$ cat src/rtl/ras_replay_buffer.sv
// Replay buffer beside the fetch-stage return-address stack: logs popped return
// addresses and, after a flush, pushes wrong-path pops back youngest-first.

package ras_replay_pkg;
  localparam int XLEN = 32;

  typedef struct packed {
    logic            valid;
    logic [XLEN-1:0] data;
  } ras_t;
endpackage

module ras_replay_buffer
  import ras_replay_pkg::*;
#(
  parameter  int DEPTH = 8,
  localparam int CW    = $clog2(DEPTH + 1)
) (
  input  logic            clk_i,
  input  logic            rst_i,
  input  logic            pop_valid_i,
  input  logic [XLEN-1:0] pop_data_i,
  input  logic            resolve_i,
  input  logic            flush_i,
  input  logic [CW-1:0]   flush_keep_i,
  output ras_t            restore_o,
  output logic            busy_o,
  output logic            full_o,
  output logic [CW-1:0]   count_o
);

  localparam int AW = $clog2(DEPTH);

  typedef enum logic {IDLE = 1'b0, REPLAY = 1'b1} state_t;

  // Handshake: pops and resolves are single-cycle pulses with no back-pressure;
  // fetch must not pop while busy_o is high, and restore_o.valid is a one-cycle
  // strobe the stack consumes unconditionally.

  state_t          state;
  logic [XLEN-1:0] mem [DEPTH];
  logic [AW-1:0]   head;
  logic [AW-1:0]   tail;
  logic [CW-1:0]   count;
  logic [CW-1:0]   tgt;

  logic            res_eff;
  logic            evict;
  logic            replay_go;
  logic [CW-1:0]   cnt_r;
  logic [CW-1:0]   tgt_r;
  logic [CW-1:0]   tgt_n;
  logic [AW-1:0]   head_r;
  logic [AW-1:0]   tail_m1;

  // Resolve is always applied before flush/replay decisions in the same cycle.
  always_comb begin
    res_eff = resolve_i && (count != '0);
    cnt_r   = count - CW'(res_eff);
    head_r  = head + AW'(res_eff);
    tgt_r   = (res_eff && (tgt != '0)) ? tgt - CW'(1) : tgt;
    tgt_n   = tgt_r;
    if (state == IDLE) begin
      tgt_n = (flush_keep_i < cnt_r) ? flush_keep_i : cnt_r;
    end else if (flush_i && (flush_keep_i < tgt_r)) begin
      tgt_n = flush_keep_i;
    end
    replay_go = ((state == REPLAY) || flush_i) && (cnt_r > tgt_n);
    tail_m1   = tail - AW'(1);
    evict     = pop_valid_i && !res_eff && (count == CW'(DEPTH));
  end

  // The first replayed entry is launched on the flush edge itself, so the
  // youngest address reaches the stack the cycle after the flush. REPLAY holds
  // for every cycle an entry is on restore_o, which keeps busy_o aligned with it.
  always_ff @(posedge clk_i or posedge rst_i) begin
    if (rst_i) begin
      state     <= IDLE;
      head      <= '0;
      tail      <= '0;
      count     <= '0;
      tgt       <= '0;
      restore_o <= '0;
    end else begin
      restore_o <= '0;
      head      <= head_r;
      case (state)
        IDLE: begin
          if (flush_i) begin
            tgt   <= tgt_n;
            count <= cnt_r;
            if (replay_go) begin
              restore_o <= '{valid: 1'b1, data: mem[tail_m1]};
              tail      <= tail_m1;
              count     <= cnt_r - CW'(1);
              state     <= REPLAY;
            end
          end else begin
            if (pop_valid_i) begin
              tail <= tail + AW'(1);
            end
            head  <= head_r + AW'(evict);
            count <= cnt_r + CW'(pop_valid_i && !evict);
          end
        end
        REPLAY: begin
          tgt <= tgt_n;
          if (replay_go) begin
            restore_o <= '{valid: 1'b1, data: mem[tail_m1]};
            tail      <= tail_m1;
            count     <= cnt_r - CW'(1);
          end else begin
            count <= cnt_r;
            state <= IDLE;
          end
        end
        default: state <= IDLE;
      endcase
    end
  end

  // Storage is not reset; only slots between head and tail are ever read.
  always_ff @(posedge clk_i) begin
    if ((state == IDLE) && !flush_i && pop_valid_i) begin
      mem[tail] <= pop_data_i;
    end
  end

  // busy_o doubles as the FSM state observation point.
  assign busy_o  = (state == REPLAY);
  assign full_o  = (count == CW'(DEPTH));
  assign count_o = count;

endmodule
$ cat config.mk
export PLATFORM = sky130hd
export DESIGN_NAME = ras_replay_buffer
export DESIGN_NICKNAME = d
export VERILOG_FILES = /design/src/rtl/ras_replay_buffer.sv
export SDC_FILE = /design/constraint.sdc
export NUM_CORES = 1
export LEC_CHECK = 0
export CAP_MARGIN = 10
export CORE_AREA = 2 2 129 163
export CTS_BUF_LIST = sky130_fd_sc_hd__clkbuf_8
export CTS_CLUSTER_SIZE = 28
export DETAILED_ROUTE_END_ITERATION = 6
export DIE_AREA = 0 0 131 165
export PLACE_DENSITY = 0.91
export SYNTH_ARGS = -nofsm -noshare
export SYNTH_HDL_FRONTEND = slang
export SYNTH_SLANG_ARGS = --single-unit
$ cat constraint.sdc
create_clock -name clk_i -period 5.75 [get_ports clk_i]
set_input_delay 1.15 -clock clk_i [delete_from_list [all_inputs] [get_ports clk_i]]
set_output_delay 1.15 -clock clk_i [all_outputs]
set_load 0.05 [all_outputs]
### Word level (Yosys, flattened, before mapping)

Memory sizes are Yosys's and may differ from the RTL's.
Cells that the tools add are included.

| cells by class | value |
|---|---|
| add/subtract/negate cells | 6 |
| multiply operators | 0 |
| div/mod/pow operators | 0 |
| $lt $le $gt $ge | 3 |
| equal/unequal tests | 3 |
| shift-type cells | 0 |
| muxes and demuxes | 21 |
| bitwise operators | 1 |
| reductions and logical operators | 15 |

Operators with widths:

| cell | count |
|---|---|
| 2-to-1 mux 33 bit | 2 |
| case mux 33 bit (2 select lines) | 1 |
| 2-to-1 mux 4 bit | 7 |
| case mux 4 bit (2 select lines) | 2 |
| logical AND 1 bit | 9 |
| 2-to-1 mux 3 bit | 3 |
| < comparator 4 bit | 2 |
| nonzero test 4 bit | 2 |
| subtractor 4 x 1 -> 4 bit, second input constant | 2 |
| case mux 3 bit (2 select lines) | 1 |
| adder 4 x 1 -> 4 bit | 1 |
| equality test 4 bit, second input constant | 1 |
| > comparator 4 bit | 1 |
| 2-to-1 mux 1 bit | 4 |
| subtractor 4 x 1 -> 4 bit | 1 |
| adder 3 x 1 -> 3 bit, second input constant | 1 |
| logical NOT 1 bit | 3 |
| != test 3 bit, second input constant | 1 |
| subtractor 3 x 1 -> 3 bit, second input constant | 1 |
| != test 2 bit, second input constant | 1 |
| case mux 1 bit (2 select lines) | 1 |
| logical OR 1 bit | 1 |
| inverter 1 bit | 1 |

| storage, ports and cells | value |
|---|---|
| register bits after elaboration | 45 |
| bits in latches | 0 |
| bits in writable memories | 256 |
| bits in read-only memories | 0 |
| memories kept | 1 |

Memories:

| name | depth | bits a word | read ports | clocked after memory_dff | wr ports | line | RTL |
|---|---|---|---|---|---|---|---|
| mem | 8 | 32 | 1 | 0 | 1 | 41 | `logic [XLEN-1:0] mem [DEPTH];` |

### Depth between registers and ports, before layout

| depth | value |
|---|---|
| depth after elaboration | 13 |
| depth in mapped cells | 23 |
| mapped depth without buffers | 22 |

### Least setup slack after synthesis

Ideal clock, no wire load.

| path | value |
|---|---|
| kind | in2reg |
| from | in flush_i |
| to | mem mem[0][0] (enable) |
| arrival time | 4779 ps |
| required time | 5249 ps |
| path slack | 470 ps |
| stages on the path | 3 |
| path buffers | 0 |
| path through | nor2_1 > nand2_1 > nor4_1 |

| on the way | value |
|---|---|
| cells in the longest elaborated chain, start to end | 5 |

Ends and longest elaborated chain:

| item | line | RTL |
|---|---|---|
| from (decl) | 24 | `input logic flush_i,` |
| logical NOT 1 bit | 124 | `if ((state == IDLE) && !flush_i && pop_valid_i) begin` |
| logical AND 1 bit (2 in series) | 124 |  |
| 2-to-1 mux 1 bit | 124 |  |
| 2-to-1 mux 1 bit (implied by the code) | 125 | `mem[tail] <= pop_data_i;` |
| to (decl) | 41 |  |

No other way between the ends.

### Final worst setup path

| path | value |
|---|---|
| from | in resolve_i |
| to | reg restore_o[19] (netlist bit) |

| on the way | value |
|---|---|
| cells in the longest elaborated chain, start to end | 12 |
| elaborated cells on any way between the ends | 15 |
| those cells by class | add/sub: 1; order compare: 3; mux: 7; reduce/logical: 4 |

Ends and longest elaborated chain:

| item | line | RTL |
|---|---|---|
| from (decl) | 23 | `input logic resolve_i,` |
| logical AND 1 bit * | 58 | `res_eff = resolve_i && (count != '0);` |
| parallel branches: the longest is 6 deep, another holds subtractor 4 x 1 -> 4 bit | n/a |  |
| > comparator 4 bit * | 68 | `replay_go = ((state == REPLAY) \|\| flush_i) && (cnt_r > tgt_n);` |
| logical AND 1 bit * | 68 |  |
| 2-to-1 mux 33 bit * | 92, 108 |  |
| 2-to-1 mux 33 bit | 89 | `if (flush_i) begin` |
| case mux 33 bit (2 select lines) * | 87 | `case (state)` |
| to (signal assigned) | 93 | `restore_o <= '{valid: 1'b1, data: mem[tail_m1]};` |
| to (signal assigned) | 109 | `restore_o <= '{valid: 1'b1, data: mem[tail_m1]};` |
| to (decl) | 26 | `output ras_t restore_o,` |

Mark *: on every way between the ends.
A chain may end at the register's enable or synchronous reset.

==> run summary <==
The final HPWL from detailed placement came out at 15100 um. The master cell of the clock root buffer is sky130_fd_sc_hd__clkbuf_8. The core region area is 20000 sq um. OpenSTA, run right after detailed placement, puts the worst setup slack at -0.310 ns. The die outline area is 21600 sq um.

The global routing met2 resource utilization is 42.1%. The clock tree from TritonCTS is done. The synthesis-to-finish area growth came out at 18.2%.

In this run, synthesis inferred 256 flip-flops with an integrated enable. After clock tree synthesis, the clock-pin slew on the worst setup and hold paths is 0.07 ns. The largest net degree at the start of global routing came out at 45. The residual DRC count came out at 0.

Before antenna repair, the detailed router went through 5 iterations. The delay contributed by the slowest stage of the critical path is 0.55 ns. Of all cell types, the one taking the most synthesized area is sky130_fd_sc_hd__edfxtp_1. The global placer's final weighted congestion is 0.874. In the global route stage, overall resource usage came out at 25.4%. After detailed routing, the average wire length per cell comes to 24.2 um.

80 I/O pins were placed. The highest attainable clock frequency is 0.180 GHz. The count of nets left with antenna violations once routing finished came out at 0. Summing every instance area after synthesis gives 12000 sq um. After technology mapping, the gate count stands at 654. In the synthesized netlist, the cells that appear most often are sky130_fd_sc_hd__edfxtp_1, sky130_fd_sc_hd__nand2_1, sky130_fd_sc_hd__mux4_2, sky130_fd_sc_hd__dfrtp_1, sky130_fd_sc_hd__a21oi_2. The kind of path behind the tightest hold check is flop to flop. Synthesis instantiated 57 different standard cells from the library. The worst setup path is of the input port to flop kind. Measured along the y axis, the die boundary spans 165 um.

Buffers added to address setup during post-CTS repair amount to 0. Summed over all layers, the routed wires come to 26100 um. The synthesized netlist net count is 711.

For this block, the initial DRC count from the detailed router was 717. The slowest stage of the critical path is the sky130_fd_sc_hd__a2111oi_1 cell. The layer flagged by global routing as most heavily used is met2. After synthesis, flip-flops and latches occupy 73.0% of the total area. The switching share of power is 38.9%.

Buffers placed on the I/O ports in this run total 79. At the pin with the least slew margin, the transition time is 1.12 ns. The number of global-route vias before repair came out at 7149. The fraction of layout cells with a size suffix above 1 came out at 25.1%.

The clock tree skew after final layout is 0.0143 ns. The first global-routing pass estimated 40400 um of wire. The analysis attributes to cell leakage a power of 4.98 nW. The TritonCTS sink count came out at 300. The relative slew slack is 25.3%. After filler insertion, the fill cell instance count of the layout stands at 1067. The TritonCTS buffer count is 43.

In this run the core area contains 58 standard-cell rows. The largest fanout of any net on the critical path is 16. At the later pin of the worst-skew pair, clock insertion delay measures 0.54 ns. The maximum count of clock buffers along a single path is 3. The final clock period utilization by the worst path is 96.5%. The die extent in x came out at 131 um.

Among all flip-flop cells after synthesis, the most frequent one is sky130_fd_sc_hd__edfxtp_1. Setup repair after global routing left no endpoint under its margin. The count of buffering cells on the critical path with inverters included is 4.

The total congestion overflow after global routing is 0. By instance count, the cell type seen most on the critical path is sky130_fd_sc_hd__a21oi_1. The cell-internal power came out at 5.13 mW. The worst setup path is captured at a flop. The met1 demand-to-capacity share in global routing came out at 34.1%. The startpoint class of the critical path is an input port. The average size of a mapped cell came out at 18.4 sq um. The setup slack of the critical path after layout is 0.203 ns.

Global routing used 4.54% of the available met3 tracks. The endpoint required time on the critical path is 6.16 ns. The arrival time at the worst endpoint is 5.96 ns.

The total count of hold-check failures in the final report was 0. The total of flip-flops plus latches after synthesis is 300. The switching power summed over all nets is 3.26 mW. The power per cell area came out at 589 nW/um^2.

Yosys instantiated no cell more often than sky130_fd_sc_hd__edfxtp_1. The worst-case IR drop observed on VDD is 0.364 mV. Among cell families on the critical path, the largest total delay comes from compound AO/OA/AOI/OAI gates. In the post-synthesis netlist, the biggest area contributors are sky130_fd_sc_hd__edfxtp_1, sky130_fd_sc_hd__mux4_2, sky130_fd_sc_hd__dfrtp_1, sky130_fd_sc_hd__nand2_1, sky130_fd_sc_hd__a21oi_2.

The level count of the clock H-tree came out at 2. The top-area cell type share of the netlist area is 63.8%. The worst hold slack came out at 0.657 ns. The async set or reset register ratio after synthesis is 14.7%.

The detail-routed via count per cell is 6.20. The final net count came out at 830. The number of warning messages in the yosys log came out at 0. The share of total power dissipated in sequential elements is 33.7%. The completed layout was analyzed and its total power is 8.39 mW.

The number of antenna violations at the first check in global routing came out at 1. The total setup violations reported at the end of the flow is 0. The number of violations of the max-capacitance limit came out at 0.

The final critical-path required period came out at 5.55 ns. The detailed-route via count is 6685. The clock network burns 20.0% of the power.

The run finished with clean final reports. For this configuration, the core starts out at a cell density of 60.4%. Walking the worst path, the cells encountered are clkdlybuf4s50_1 -> o41ai_4 -> inv_2 -> nand2_2 -> or4_1 -> xor2_1 -> ha_1 -> a2111oi_1 -> o21ai_0 -> a21oi_1 -> a21oi_1 -> nor2_1 -> nor2_1 -> ha_1 -> a21oi_1 -> a21oi_1 -> a32oi_1 -> o31ai_2 -> o31ai_4 -> buf_12 -> buf_12 -> a21oi_2.

The final-report max-slew violation count is 0. The logic gate share of total power is 46.3%.
## layout by cell type (no fill, tap or decap), types with 3 or more instances in the layout
master                            instances
sky130_fd_sc_hd__a211oi_1                 4
sky130_fd_sc_hd__a21oi_1                 12
sky130_fd_sc_hd__a21oi_2                 31
sky130_fd_sc_hd__a311oi_1                 4
sky130_fd_sc_hd__a31oi_1                  5
sky130_fd_sc_hd__buf_12                   5
sky130_fd_sc_hd__buf_4                   19
sky130_fd_sc_hd__bufinv_16                3
sky130_fd_sc_hd__clkbuf_8                48
sky130_fd_sc_hd__clkdlybuf4s50_1         79
sky130_fd_sc_hd__clkinv_2                 5
sky130_fd_sc_hd__dfrtp_1                 43
sky130_fd_sc_hd__edfxtp_1               256
sky130_fd_sc_hd__ha_1                    15
sky130_fd_sc_hd__inv_1                   37
sky130_fd_sc_hd__inv_2                    3
sky130_fd_sc_hd__mux2i_1                  5
sky130_fd_sc_hd__mux4_2                  64
sky130_fd_sc_hd__nand2_1                 80
sky130_fd_sc_hd__nand2b_1                 3
sky130_fd_sc_hd__nand3_1                  4
sky130_fd_sc_hd__nor2_1                  12
sky130_fd_sc_hd__nor2_4                   3
sky130_fd_sc_hd__nor3_1                   4
sky130_fd_sc_hd__nor3_2                   5
sky130_fd_sc_hd__o211ai_1                 4
sky130_fd_sc_hd__o21ai_0                  6
sky130_fd_sc_hd__xnor2_1                  3
sky130_fd_sc_hd__xor2_1                   3
## path summary, 6_finish.rpt
| check | startpoint | end | slack [ns] | cells after the start |
|---|---|---|---|---|
| setup / recovery | resolve_i | restore_o[19]$_DFF_PP0_ | 0.20 | 22 |
| hold / removal | tgt[3]$_DFFE_PP0P_ | tgt[3]$_DFFE_PP0P_ | 0.66 | 2 |
| setup reg to reg | tgt[0]$_DFFE_PP0P_ | restore_o[19]$_DFF_PP0_ | 0.51 | 22 |
| hold reg to reg | tgt[3]$_DFFE_PP0P_ | tgt[3]$_DFFE_PP0P_ | 0.66 | 2 |
| max in group asynchronous | rst_i | tail[0]$_DFFE_PP0P_ | 4.15 | 3 |
| min in group asynchronous | rst_i | restore_o[25]$_DFF_PP0_ | 1.10 | 3 |
## registers in the layout (all words and copies together), names as in the netlist
register,flops
tail,3
count_o,4
tgt,4
mem,256
restore_o,33
## metal layers
| layer | part of all wire, % | wire (um) |
|---|---|---|
| met1 | 38 | 9870 |
| met2 | 52 | 13500 |
| met3 | 7.3 | 1910 |
| met4 | 2.8 | 740 |
| met5 | 0.042 | 11 |
## worst min-delay path: stages (launching register included)
cell                      delay, ns
sky130_fd_sc_hd__dfrtp_1       0.44
sky130_fd_sc_hd__nor2_1        0.13
sky130_fd_sc_hd__a21oi_1       0.05
## metrics by stage
step           instances  cell area (sq um)  TNS, ns  util (%)
2_1_floorplan        654              12000        0         -
6_report            1079              14200        0      71.4
3_3_place_gp         998              13400        0      67.0
4_1_cts             1078              14200        0      71.3
5_1_grt             1078              14200        0      71.3
3_5_place_dp         998              13400    -9.99      67.0
## what timing repair did
action,CTS,global route
setup endpoints to repair,0,30
gates resized for setup,0,1
hold buffers,0,0
## cells by family (layout without fill, tap and decap cells)
family	after synthesis	in the layout	synth area share [%]
and+or+nand+nor	125	125	4.53
adders and majority gates	17	17	1.74
AOI/OAI and AO/OA	87	87	6.09
other	0	1	0
DFF	300	300	73.0
buffers and inverters	48	202	1.72
muxes	69	69	12.4
xor gates and xnor gates	8	8	0.582
## layout make-up
cell class	count	area, sq um	share of cell area [%]
antenna	1	2.50	0.0176
clock buffer	48	661	4.64
clock inverter	32	213	1.49
inverter	19	71.3	0.501
multi-input combinational	306	3130	22.0
sequential	300	8790	61.7
tap	270	338	2.37
timing repair buffer	103	1030	7.26
## power by group through the flow
| stage | clock (mW) | sequential [mW] | combinational (mW) |
|---|---|---|---|
| finish | 1.68 | 2.83 | 3.88 |
| global route | 1.79 | 2.85 | 4.13 |
| CTS | 1.70 | 2.83 | 3.88 |
| detailed placement | 0 | 2.87 | 3.81 |
| global placement | 0 | 2.85 | 3.64 |
| floorplan | 0 | 3.04 | 2.48 |
(Power assumes the default switching activity.)
